--- config.mk ---
export PLATFORM = sky130hd
export DESIGN_NAME = decoder_scan_n
export DESIGN_NICKNAME = d
export VERILOG_FILES = /design/src/rtl/decoder_pkg.sv /design/src/rtl/decoder_scan_n_next_enabled.sv /design/src/rtl/decoder_scan_n.sv
export SDC_FILE = /design/constraint.sdc
export NUM_CORES = 1
export LEC_CHECK = 0
export ABC_AREA = 0
export BUFFER_PORTS_ARGS = -buffer_cell sky130_fd_sc_hd__buf_2
export CAP_MARGIN = 10
export CORE_MARGIN = 2
export CORE_UTILIZATION = 60
export DETAILED_ROUTE_END_ITERATION = 8
export GPL_TIMING_DRIVEN = 0
export PLACE_DENSITY_LB_ADDON = 0.05
export SETUP_SLACK_MARGIN = 0.15
export SLEW_MARGIN = 20
export SYNTH_ARGS = -nofsm -noshare
export SYNTH_HDL_FRONTEND = slang
export SYNTH_SLANG_ARGS = --single-unit
--- constraint.sdc ---
create_clock -name CLK -period 8.36 [get_ports CLK]
set_input_delay 0.836 -clock CLK [delete_from_list [all_inputs] [get_ports CLK]]
set_output_delay 0.836 -clock CLK [all_outputs]
set_load 0.005 [all_outputs]
--- src/rtl/decoder_pkg.sv ---
// Shared types for the one-hot scan decoder: operating mode and FSM state encodings.
package decoder_pkg;

  typedef enum logic {
    MODE_DIRECT = 1'b0,
    MODE_SCAN   = 1'b1
  } mode_t;

  typedef enum logic [1:0] {
    ST_IDLE   = 2'd0,
    ST_DIRECT = 2'd1,
    ST_SCAN   = 2'd2,
    ST_BLANK  = 2'd3
  } scan_state_t;

  // Width of a counter running 0..dwell-1, never narrower than one bit.
  function automatic int cnt_width(input int dwell);
    return (dwell > 1) ? $clog2(dwell) : 1;
  endfunction

endpackage

--- src/rtl/decoder_scan_n_next_enabled.sv ---
// Combinational circular priority search: first enabled channel strictly after idx,
// wrapping round so that idx itself is the last candidate.
module next_enabled_n
  import decoder_pkg::*;
#(
  parameter  int N = 8,
  localparam int M = $clog2(N)
) (
  input  logic [M-1:0] idx,
  input  logic [N-1:0] mask,
  output logic [M-1:0] next_idx,
  output logic         found,
  output logic         wrap
);

  localparam logic [M:0] N_W = (M+1)'(N);

  logic [M-1:0] cand [N];
  logic [N-1:0] hit;

  // Candidate gi is the channel at circular offset gi+1 from idx.
  for (genvar gi = 0; gi < N; gi++) begin : g_cand
    localparam logic [M:0] OFS = (M+1)'(gi + 1);
    logic [M:0] sum;
    assign sum       = {1'b0, idx} + OFS;
    assign cand[gi]  = (sum >= N_W) ? M'(sum - N_W) : sum[M-1:0];
    assign hit[gi]   = mask[cand[gi]];
  end

  always_comb begin
    next_idx = idx;
    found    = 1'b0;
    for (int k = N - 1; k >= 0; k--) begin
      if (hit[k]) begin
        next_idx = cand[k];
        found    = 1'b1;
      end
    end
  end

  assign wrap = found && (next_idx <= idx);

endmodule

--- src/rtl/decoder_scan_n.sv ---
// Registered one-hot decoder with direct-select and masked auto-scan modes.
// Define DECODER_SCAN_BLANK_EN to insert one blank (Y=0) cycle at every scan advance.
module decoder_scan_n
  import decoder_pkg::*;
#(
  parameter  int N     = 8,
  parameter  int DWELL = 4,
  localparam int M     = $clog2(N)
) (
  input  logic         CLK,
  input  logic         RESET,
  input  logic         EN,
  input  logic         MODE,
  input  logic [M-1:0] SEL,
  input  logic         LOAD,
  input  logic [N-1:0] MASK,
  output logic [N-1:0] Y,
  output logic [M-1:0] IDX,
  output logic         WRAP
);

  localparam int            CW       = cnt_width(DWELL);
  localparam logic [CW-1:0] CNT_LAST = CW'(DWELL - 1);
  localparam logic [N-1:0]  ONE      = {{(N-1){1'b0}}, 1'b1};

  scan_state_t   state_reg, state_next;
  logic [CW-1:0] cnt_reg,   cnt_next;
  logic [M-1:0]  idx_reg,   idx_next;
  logic [N-1:0]  y_reg,     y_next;
  logic          wrap_reg,  wrap_next;
`ifdef DECODER_SCAN_BLANK_EN
  logic          pend_reg,  pend_next;
`endif

  logic [M-1:0]  nxt_idx;
  logic          nxt_found;
  logic          nxt_wrap;
  logic          sel_valid;
  logic          dwell_done;
  mode_t         mode;

  assign mode       = mode_t'(MODE);
  assign sel_valid  = {1'b0, SEL} < (M+1)'(N);
  assign dwell_done = (cnt_reg == CNT_LAST);

  next_enabled_n #(.N(N)) u_next (
    .idx      (idx_reg),
    .mask     (MASK),
    .next_idx (nxt_idx),
    .found    (nxt_found),
    .wrap     (nxt_wrap)
  );

  always_ff @(posedge CLK) begin
    if (RESET) begin
      state_reg <= ST_IDLE;
      cnt_reg   <= '0;
      idx_reg   <= '0;
      y_reg     <= '0;
      wrap_reg  <= 1'b0;
`ifdef DECODER_SCAN_BLANK_EN
      pend_reg  <= 1'b0;
`endif
    end else begin
      state_reg <= state_next;
      cnt_reg   <= cnt_next;
      idx_reg   <= idx_next;
      y_reg     <= y_next;
      wrap_reg  <= wrap_next;
`ifdef DECODER_SCAN_BLANK_EN
      pend_reg  <= pend_next;
`endif
    end
  end

  always_comb begin
    state_next = state_reg;
    if (!EN) begin
      state_next = ST_IDLE;
    end else if (mode == MODE_DIRECT) begin
      state_next = ST_DIRECT;
    end else begin
      state_next = ST_SCAN;
`ifdef DECODER_SCAN_BLANK_EN
      // An empty mask has nothing to advance to, so no blank is inserted.
      if (state_reg == ST_SCAN && dwell_done && nxt_found) state_next = ST_BLANK;
`endif
    end
  end

  always_comb begin
    cnt_next  = '0;
    idx_next  = idx_reg;
    y_next    = '0;
    wrap_next = 1'b0;
`ifdef DECODER_SCAN_BLANK_EN
    pend_next = pend_reg;
`endif
    case (state_next)
      ST_DIRECT: begin
        if (LOAD && sel_valid) idx_next = SEL;
        y_next = ONE << idx_next;
      end
      ST_SCAN: begin
        if (state_reg == ST_SCAN) begin
          if (dwell_done) begin
            if (nxt_found) idx_next = nxt_idx;
            wrap_next = nxt_wrap;
          end else begin
            cnt_next = cnt_reg + 1'b1;
          end
        end
`ifdef DECODER_SCAN_BLANK_EN
        else if (state_reg == ST_BLANK) begin
          wrap_next = pend_reg;
        end
`endif
        // Entry from idle/direct starts a fresh dwell on the current index.
        y_next = (ONE << idx_next) & MASK;
      end
`ifdef DECODER_SCAN_BLANK_EN
      ST_BLANK: begin
        idx_next  = nxt_idx;
        pend_next = nxt_wrap;
      end
`endif
      default: ;
    endcase
  end

  assign Y    = y_reg;
  assign IDX  = idx_reg;
  assign WRAP = wrap_reg;

endmodule

# [After elaboration in Yosys (flattened, before gate mapping)]
# Cells that the tools add are included.
[classes] add_sub_neg=17 n_reduce_logical=4 div=0 shifts=2 multipliers=0 muxes=50 order_cmp=17 eq_ne=4 bitwise_logic=4
[op_table] operator="3-bit two-way mux" count=22
[op_table] operator="4-bit >= comparator, second input constant" count=8
[op_table] operator="3-bit by 4-bit less-than comparator with 1-bit output, second input constant" count=8
[op_table] operator="1-bit binary-select mux with 3-bit select" count=8
[op_table] operator="3-bit by 1-bit subtractor with 3-bit output, second input constant" count=8
[op_table] operator="3-bit by 3-bit adder with 4-bit output, second input constant" count=4
[op_table] operator="1-bit two-way mux" count=16
[op_table] operator="8-bit one-hot mux with 2 select lines" count=1
[op_table] operator="1-bit by 3-bit << shifter with 8-bit output, first input constant" count=2
[op_table] operator="3-bit by 2-bit adder with 4-bit output, second input constant" count=2
[op_table] operator="8-bit AND" count=1
[op_table] operator="4-bit OR reduction" count=2
[op_table] operator="2-bit equality test, second input constant" count=3
[op_table] operator="3-bit one-hot mux with 2 select lines" count=1
[op_table] operator="3-bit by 1-bit adder with 4-bit output, second input constant" count=1
[op_table] operator="3-bit by 4-bit adder with 4-bit output, second input constant" count=1
[op_table] operator="2-bit two-way mux" count=2
[op_table] operator="3-bit less-or-equal comparator" count=1
[op_table] operator="1-bit NOT" count=3
[op_table] operator="2-bit by 1-bit adder with 2-bit output, second input constant" count=1
[op_table] operator="2-bit by 1-bit equality test with 1-bit output, second input constant" count=1
[op_table] operator="2-bit nonzero test" count=1
[op_table] operator="1-bit logical AND" count=1
[word_totals] ramBits=0 register_bits=16 latchBits=0 rom_bits=0 inputBits=16 mem_count=0 out_inout_bits=12 word_cells=103

# [Depth between registers and ports, before layout]
# Gate-level depths: netlist of run 1.
[logic_depth] depth_word=20 mapped_depth=16 mapped_depth_nobuf=13

# [Modules after synthesis]
# From an unflattened synthesis of run 1, not the netlist that was laid out.
[unflattened] hier_cells=218 hier_area_um2=1796.7
[by_module_without_submodules] mod="next_enabled_n" cells_each=127 instances=1 area_per_inst_um2=954.7 seq_area_each_um2=0.0
[by_module_without_submodules] mod="decoder_scan_n" cells_each=91 instances=1 area_per_inst_um2=842.1 seq_area_each_um2=320.3

# [Worst setup path before layout of run 1]
# Ideal clock, no wire load.
[synth_timing] path_type="flip-flop to flip-flop" from="register idx_reg[1] (netlist: IDX[1])" to="register wrap_reg (netlist: WRAP)" setup_ns=0.078 synth_period_minus_slack_ns=3.366 required_time_ns=8.282 path_stages_with_launch=15 n_path_buf=3 slack_ns=4.994 arrival_time_ns=3.288 path_cell_list="dfxtp_1 buf_4 clkinv_1 ha_1 buf_4 buf_2 mux4_2 mux2i_4 nand4_2 o41ai_2 ha_1 a21o_1 a21oi_1 a31oi_1 nor3_1"
[synth_via] elab_chain_cells=15 word_cells_on_any_way=66 cone_classes="add/sub: 16; order compare: 9; mux: 40; reduce/logical: 1"
[synth_rtl] item="start: declaration" line="decoder_scan_n.sv:28" text="logic [M-1:0] idx_reg, idx_next;"
[synth_rtl] item="start signal: assignment" line="decoder_scan_n.sv:67" text="idx_reg <= idx_next;"
[synth_rtl] item="3-bit by 4-bit adder with 4-bit output" line="decoder_scan_n_next_enabled.sv:25" text="assign sum = {1'b0, idx} + OFS;"
[synth_rtl] item="4-bit >= comparator / 3-bit by 1-bit subtractor with 3-bit output (equally long branches)" line="decoder_scan_n_next_enabled.sv:26" text="assign cand[gi] = (sum >= N_W) ? M'(sum - N_W) : sum[M-1:0];"
[synth_rtl] item="3-bit two-way mux" line="decoder_scan_n_next_enabled.sv:26"
[synth_rtl] item="1-bit binary-select mux with 3-bit select" line="decoder_scan_n_next_enabled.sv:27" text="assign hit[gi] = mask[cand[gi]];"
[synth_rtl] item="1-bit two-way mux (not written as such)" line="decoder_scan_n_next_enabled.sv:27"
[synth_rtl] item="3-bit two-way mux (8 in series)" line="decoder_scan_n_next_enabled.sv:34" text="if (hit[k]) begin"
[synth_rtl] item="3-bit less-or-equal comparator" line="decoder_scan_n_next_enabled.sv:41" text="assign wrap = found && (next_idx <= idx);"
[synth_rtl] item="1-bit logical AND *" line="decoder_scan_n_next_enabled.sv:41"
[synth_rtl] item="end signal: assignment" line="decoder_scan_n.sv:69" text="wrap_reg <= wrap_next;"
[synth_rtl] item="end: declaration" line="decoder_scan_n.sv:30" text="logic wrap_reg, wrap_next;"
# Mark *: on every way between the ends. The rest lies on a longest branch, timed or not. The select of a mux whose other input is x is not followed.
# A chain may end at the register's enable or synchronous reset.

# [Worst setup path in the final report of run 1]
# Ends and elaborated chain as after synthesis.

==> results.md, run 1 <==
* Status: completed
* Worst vdd ir at about 0.12 mV
* Clk_skew at about 0.003 ns
* Synthesized area at approximately 1700 µm²
* CP max FO at 10
* Most frequent cells in the layout: 28 x buf_2, 16 x dfxtp_1, 13 x nor2_1
* DP Wirelength at ~3.5 mm
* Routed WL at about 4.4 mm
* Clock Tree Buf Depth at 2
* I/O Pins at 28
* Placed cells at between 200 and 250
* Reg2reg end: WRAP$_SDFF_PP0_
* Ys async rst share at 0%
* FF-to-FF setup slack at 4.41 ns
* Slew HR at 65.90%
* Share of cells above drive strength 1 at ~29%
* Worst path cell trace: buf_4 > clkinv_1 > ha_1 > buf_4 > buf_2 > mux4_2 > mux2i_4 > nand4_2 > o41ai_2 > ha_1 > a21o_1 > a21oi_1 > a31oi_1 > nor3_1
* Req. time, crit path at ~8.6 ns
* Max Slew Vio Count at 0
* Hold_buf cts at 0
* Vias per inst at slightly below 7
* Largest net degree at the start of global routing at 11
* Syn avg cell area at roughly 9.3 µm²
* Clock latency on the worst-skew pair at between 0.2 and 0.3 ns
* Nature of the critical path endpoint: flip-flop
* H-tree depth at 1
* Period utilisation layout at 47.29%
* Fin cells at between 200 and 250
* Sequential share of the synthesized area at 19.16%
* Die width at between 50 and 60 µm
* Setup ws final at approximately 4.4 ns
* HP Start: cnt_reg[0]$_SDFF_PP0_
* Highest clock rate at between 200 and 300 MHz
* Synth Flop Type: dfxtp_1
* NumNets Final at about 230
* GRT overflow at 0
* Root buf cell: clkbuf_4
* Antenna viol nets, final at 0
* Most common cell after layout, fill and taps aside: buf_2
* Remaining DRCs at 0
* Final GP Congestion at approximately 0.87
* Row count at 19
* RSZ-0062 raised after global routing: false
* Slew @ Worst Pin at a little over 0.5 ns
* YS warnings at 0
* R2R depth at 14
* Area of the core at between 2000 and 3000 µm²
* CTS tree: yes
* Endpoint, Worst Hold: cnt_reg[0]$_SDFF_PP0_
* Via count at ~1.6k
* Max Cap Violations at 0
* Type of the worst setup path: flip-flop to flip-flop
* Final Hold Viols at 0
* Final critical-path required period at between 3 and 4 ns
* EDFF count, synth at 0
* Seq cells post-synth at 16
* HP Class: flip-flop to flip-flop
* Global-route usage over all layers at approximately 29%
* First-pass GRT wire length at roughly 7.3 mm
* DRT iter0 DRCs at 113
* Max FFs per register at 8
* # diodes at 0
* # resized after CTS at 0
* # Post-CTS Setup Buffers at 0
* Cell Area, Placed at between 1500 and 2000 µm²
* Setup violations, final at 0
* TritonRoute pass-1 iters at 4
* Unique masters post-synth at between 50 and 60
* Power density over the cells at 134.6 nW/µm²
* Slowest CP cell: o41ai_2
* Top delay family on crit path: buffers and inverters
* Initial Util at between 60% and 70%
* Max incr delay on CP at 0.52 ns
* Final setup TNS at 0 ns
* CTS buffer count at 3
* Reg-to-Reg Start: IDX[1]$_SDFFE_PP0P_
* Area growth, synth to finish at 12.28%
* Full die area at between 3000 and 4000 µm²
* I/O Buffers at 26
* Worst-path clk slew at around 0.10 ns
* WP data arrival at 4.17 ns
* Leak at ~0.75 nW
* CP bufs+invs at 4
* Vias in the first global route at about 1.6k
* Min-Delay Path Depth at 1
* Routed length per instance at about 18 µm
* Clk sinks at 16
* Setup WS pre-CTS at 4.485 ns
* Post-synth net total at about 200
* Synthesized instance count at 180
* Die Ht at between 50 and 60 µm
* CP startpoint kind: flip-flop
* Post-route cell area at 1877 µm²
* Initial antenna violation count at 0
[worst register-to-register path, cell delays in order, from the launching register on]
cell	delay [ns]
dfxtp_1	0.40
buf_4	0.21
clkinv_1	0.29
ha_1	0.39
buf_4	0.19
buf_2	0.25
mux4_2	0.41
mux2i_4	0.21
nand4_2	0.16
o41ai_2	0.52
ha_1	0.34
a21o_1	0.18
a21oi_1	0.14
a31oi_1	0.06
nor3_1	0.14
[cell families (layout without fill, tap and decap cells)]
family,count (synthesis),in the layout,share of synthesized area [%]
fa+ha+maj,5,5,3.743
mux,27,27,25.67
buf+inv,19,49,5.762
xor+xnor,5,5,3.070
simple gates,57,57,18.11
flops,16,16,19.16
compound gates,51,51,24.48
[cells in the mapped netlist (4+ instances only)]
master	number	area share, %
a32o_1	8	4.8
o21ai_0	7	2.1
nor2b_1	6	2.2
dfxtp_1	16	19
nand2_1	12	2.7
a21oi_1	5	1.5
nand2b_1	5	1.9
nor2_1	13	2.9
mux2i_1	8	4.8
ha_1	5	3.7
mux2_1	4	2.7
inv_1	6	1.3
nand3_1	5	1.5
mux4_2	10	13
clkbuf_1	4	0.90
[per-layer routing]
metal	GRT usage, %	share of wire [%]
met1	35.27	39
met4	7.973	1.6
met5	0	0
met3	7.604	8.8
met2	49.67	50
[metrics by stage]
stage	total power [mW]	hold WS, ns	util, %
2_1_floorplan	0.1707	0.4061	-
3_3_place_gp	0.1948	0.4167	67.91
3_5_place_dp	0.1992	0.4273	67.91
4_1_cts	0.2507	0.4410	69.25
5_1_grt	0.2656	0.4660	69.25
6_report	0.2527	0.4419	69.25
[how the worst max path moves through the flow]
| stage | start | depth (start not counted) | to | slack (ns) |
|---|---|---|---|---|
| after CTS | IDX[1]$_SDFFE_PP0P_ | 14 | WRAP$_SDFF_PP0_ | 4.45 |
| after global routing | IDX[1]$_SDFFE_PP0P_ | 14 | WRAP$_SDFF_PP0_ | 4.13 |
| after global placement | IDX[1]$_SDFFE_PP0P_ | 14 | WRAP$_SDFF_PP0_ | 4.54 |
| after detailed placement | IDX[1]$_SDFFE_PP0P_ | 14 | WRAP$_SDFF_PP0_ | 4.49 |
| final | IDX[1]$_SDFFE_PP0P_ | 14 | WRAP$_SDFF_PP0_ | 4.41 |
| after floorplan | IDX[1]$_SDFFE_PP0P_ | 14 | WRAP$_SDFF_PP0_ | 4.99 |
[power by group]
part,switching [mW],leakage [nW],internal [mW]
combinational,0.0688,0.603,0.0514
clock,0.0266,0.0210,0.0266
sequential,0.00108,0.130,0.0783
[final cells by class]
cell class	instances	area, µm²
fillers	224	833.3
repair buffers	26	130.1
plain buffers	11	66.31
clock buffers	4	36.28
multi-input cells	145	1255
flip-flops and latches	16	320.3
well taps	31	38.79
inverters	8	30.03
Power figures use the tool's default switching activity.
==> run 2, diff against run 1 <==
- ABC_AREA: 0 -> 1
- CORE_UTILIZATION: 60 -> 51
- clock period: 8.36 -> 3.3 ns (I/O delays scaled with it)
==> results.md, run 2 <==
* Status: completed (unchanged)
* Highest clock rate at 352.8 MHz (was 252.9 MHz)
* Setup WS pre-CTS at 0.4806 ns (was 4.485 ns)
* # Post-CTS Setup Buffers at 0 (unchanged)
* Vias per inst at 5.341 (was 6.801)
* Synthesized area at 1577 µm² (was 1672 µm²)
* Slowest CP cell: dfxtp_1 (was o41ai_2)
* Placed cells at 307 (was 237)
* Final critical-path required period at 2.834 ns (was 3.954 ns)
* First-pass GRT wire length at 6.548 mm (was 7.300 mm)
* Req. time, crit path at 3.52 ns (was 8.58 ns)
* Combinational Power Share at 42.4% (was 47.6%)
* Top-count cell post-synth: nand2_1 (was dfxtp_1)
* I/O Buffers at 27 (was 26)
* Clk network pwr share at 22.6% (was 21.0%)
* Flop pwr share at 35.0% (was 31.4%)
* HP Start: RESET (was cnt_reg[0]$_SDFF_PP0_)
* Total power at 571.6 µW (was 252.7 µW)
* CP startpoint kind: flip-flop (unchanged)
* EDFF count, synth at 0 (unchanged)
* Worst setup path start: IDX[0]$_SDFFE_PP0P_ (was IDX[1]$_SDFFE_PP0P_)
* Most common cell after layout, fill and taps aside: nand2_1 (was buf_2)
* Max FFs per register at 8 (unchanged)
* Final Hold Viols at 0 (unchanged)
* Clock Tree Buf Depth at 2 (unchanged)
* Nature of the critical path endpoint: flip-flop (unchanged)
* Syn avg cell area at 6.383 µm² (was 9.287 µm²)
* I/O Pins at 28 (unchanged)
* Vias in the first global route at 1475 (was 1552)
* Die width at 59.60 µm (was 56.78 µm)
* Fin cells at 311 (was 241)
* Seq cells post-synth at 16 (unchanged)
* Slew @ Worst Pin at 0.5615 ns (was 0.5060 ns)
* Psw at 223.6 µW (was 96.43 µW)
* Post-synth net total at 268 (was 201)
* Top delay family on crit path: simple AND/OR/NAND/NOR gates (was buffers and inverters)
* Post-synth top area share at 20.32% (was 19.16%)
* Die Ht at 59.60 µm (was 56.78 µm)
* Clock latency on the worst-skew pair at 0.28 ns (was 0.29 ns)
* Ys async rst share at 0% (unchanged)
* RSZ-0062 raised after global routing: false (unchanged)
* CTS tree: yes (unchanged)
* Internal power at 347.9 µW (was 156.3 µW)
* DP Wirelength at 3.139 mm (was 3.493 mm)
* Type of the worst setup path: flip-flop to flip-flop (unchanged)
* NumNets Final at 300 (was 232)
* Via count at 1661 (was 1639)
* Sequential share of the synthesized area at 20.32% (was 19.16%)
* Worst path cell trace: inv_2 > buf_6 > ha_2 > inv_2 > nand3_1 > nand3_2 > nand2_1 > nand3_1 > nand2_1 > nand2_1 > nand2_1 > nand2_1 > nand2_1 > nand2_1 > ha_1 > a31oi_1 > nand2_1 > a21oi_1 (was buf_4 > clkinv_1 > ha_1 > buf_4 > buf_2 > mux4_2 > mux2i_4 > nand4_2 > o41ai_2 > ha_1 > a21o_1 > a21oi_1 > a31oi_1 > nor3_1)
* HP Class: primary input to flip-flop (was flip-flop to flip-flop)
* Synth top area cells: dfxtp_1 20%, nand2_1 17%, nand3_1 9.8%, nand3_2 8.3%, a21oi_1 6.0% (was dfxtp_1 19%, mux4_2 13%, a32o_1 4.8%, mux2i_1 4.8%, ha_1 3.7%)
* Layout Utilization at 59.67% (was 69.25%)
* Crit path top cell by count: nand2_1
* Commonest cells post-synth: 71 x nand2_1, 31 x nand3_1, 20 x inv_1, 19 x a21oi_1, 18 x nor2_1 (was 16 x dfxtp_1, 13 x nor2_1, 12 x nand2_1, 10 x mux4_2)
* Final setup TNS at 0 ns (unchanged)
* Area growth, synth to finish at 13.65% (was 12.28%)
* Post-route cell area at 1792 µm² (was 1877 µm²)
* Routed length per instance at 12.31 µm (was 18.39 µm)
* Cell Area, Placed at 1753 µm² (was 1841 µm²)
* Most frequent cells in the layout: 71 x nand2_1, 31 x nand3_1, 27 x buf_2 (was 28 x buf_2, 16 x dfxtp_1, 13 x nor2_1)
* Global-route usage over all layers at 24.02% (was 28.77%)
* Leak at 0.8937 nW (was 0.7544 nW)
* Full die area at 3552 µm² (was 3224 µm²)
* Setup ws final at 0.4656 ns (was 4.406 ns)
* YS warnings at 0 (unchanged)
* Root buf cell: clkbuf_4 (unchanged)
* Max Slew Vio Count at 0 (unchanged)
* Slew HR at 62.17% (was 65.90%)
* Share of cells above drive strength 1 at 30.22% (was 28.57%)
* Initial Util at 52.50% (was 61.68%)
* Initial antenna violation count at 0 (unchanged)
* Max Cap Violations at 0 (unchanged)
* Worst-path clk slew at 0.10 ns (about the same)
* H-tree depth at 1 (unchanged)
* Setup violations, final at 0 (unchanged)
* Area of the core at 3003 µm² (was 2710 µm²)
* # diodes at 0 (unchanged)
* Remaining DRCs at 0 (unchanged)
* GRT overflow at 0 (unchanged)
* CP bufs+invs at 3 (was 4)
* Row count at 20 (was 19)
* DRT iter0 DRCs at 106 (was 113)
* CTS buffer count at 3 (unchanged)
* Power density over the cells at 319.0 nW/µm² (was 134.6 nW/µm²)
* Clk sinks at 16 (unchanged)
* Layout fillers at 307 (was 224)
* Synth area leader: dfxtp_1 (unchanged)
* Synthesized instance count at 247 (was 180)
* Reg-to-Reg Start: IDX[0]$_SDFFE_PP0P_ (was IDX[1]$_SDFFE_PP0P_)
* Antenna viol nets, final at 0 (unchanged)
* Synth Flop Type: dfxtp_1 (unchanged)
* TritonRoute pass-1 iters at 4 (unchanged)
* WP data arrival at 3.05 ns (was 4.17 ns)
* Largest net degree at the start of global routing at 11 (unchanged)
* Clk_skew at 0.005063 ns (was 0.003046 ns)
* Switching share of power at 39.13% (was 38.16%)
* Max incr delay on CP at 0.45 ns (was 0.52 ns)
* Unique masters post-synth at 29 (was 56)
* Worst vdd ir at 0.2254 mV (was 0.1158 mV)
* CP max FO at 10 (unchanged)
* Hold WS at 0.2477 ns (was 0.4419 ns)
* Routed WL at 3.827 mm (was 4.432 mm)
* Period utilisation layout at 85.89% (was 47.29%)
* Final GP Congestion at 0.8780 (was 0.8701)
-- run 2: area by class of cell --
class                           instances  area [µm²]  share of cell area [%]
Timing Repair Buffer                   27       135.1                   7.542
Multi-Input combinational cell        195        1099                   61.31
Clock buffer                            4       36.28                   2.025
Buffer                                  5       41.29                   2.304
Inverter                               31       118.9                   6.634
Tap cell                               33       41.29                   2.304
Sequential cell                        16       320.3                   17.88
-- run 2: routing by layer --
metal | GRT usage (%) | share of wire, % | up-vias
li1 | - | - | 867
met5 | 0 | 0 | -
met3 | 5.677 | 5.7 | 2
met2 | 35.95 | 43 | 47
met4 | 1.905 | 0.21 | 0
met1 | 36.34 | 51 | 745
-- run 2: cells by family (layout without fill, tap and decap cells) --
| kind of cell | after synthesis | count (layout) | synth area share (%) |
|---|---|---|---|
| buffers and inverters | 36 | 67 | 10.16 |
| XOR/XNOR | 1 | 1 | 1.032 |
| AND/OR/NAND/NOR | 161 | 161 | 54.52 |
| AO/OA/AOI/OAI | 28 | 28 | 9.999 |
| adder cells (fa/ha/maj) | 5 | 5 | 3.968 |
| flip-flops | 16 | 16 | 20.32 |
-- run 2: timing repair --
item	4_1_cts	5_1_grt
gates resized for setup	0	1
setup endpoints to repair	0	1
hold buffers	0	0
-- run 2: power by group through the flow --
stage	registers [mW]	logic, mW	clock network (mW)
2_1_floorplan	0.205	0.186	0
3_3_place_gp	0.205	0.237	0
3_5_place_dp	0.205	0.239	0
4_1_cts	0.200	0.239	0.132
5_1_grt	0.201	0.273	0.143
6_report	0.200	0.242	0.129
-- run 2: path summary, 6_finish.rpt --
| check | endpoint | slack, ns | depth (start not counted) |
|---|---|---|---|
| worst min register to register | cnt_reg[0]$_SDFF_PP0_ | 0.43 | 1 |
| worst max-delay path | WRAP$_SDFF_PP0_ | 0.47 | 18 |
| worst min-delay path | Y[2]$_SDFF_PP0_ | 0.25 | 2 |
| worst max register to register | WRAP$_SDFF_PP0_ | 0.47 | 18 |
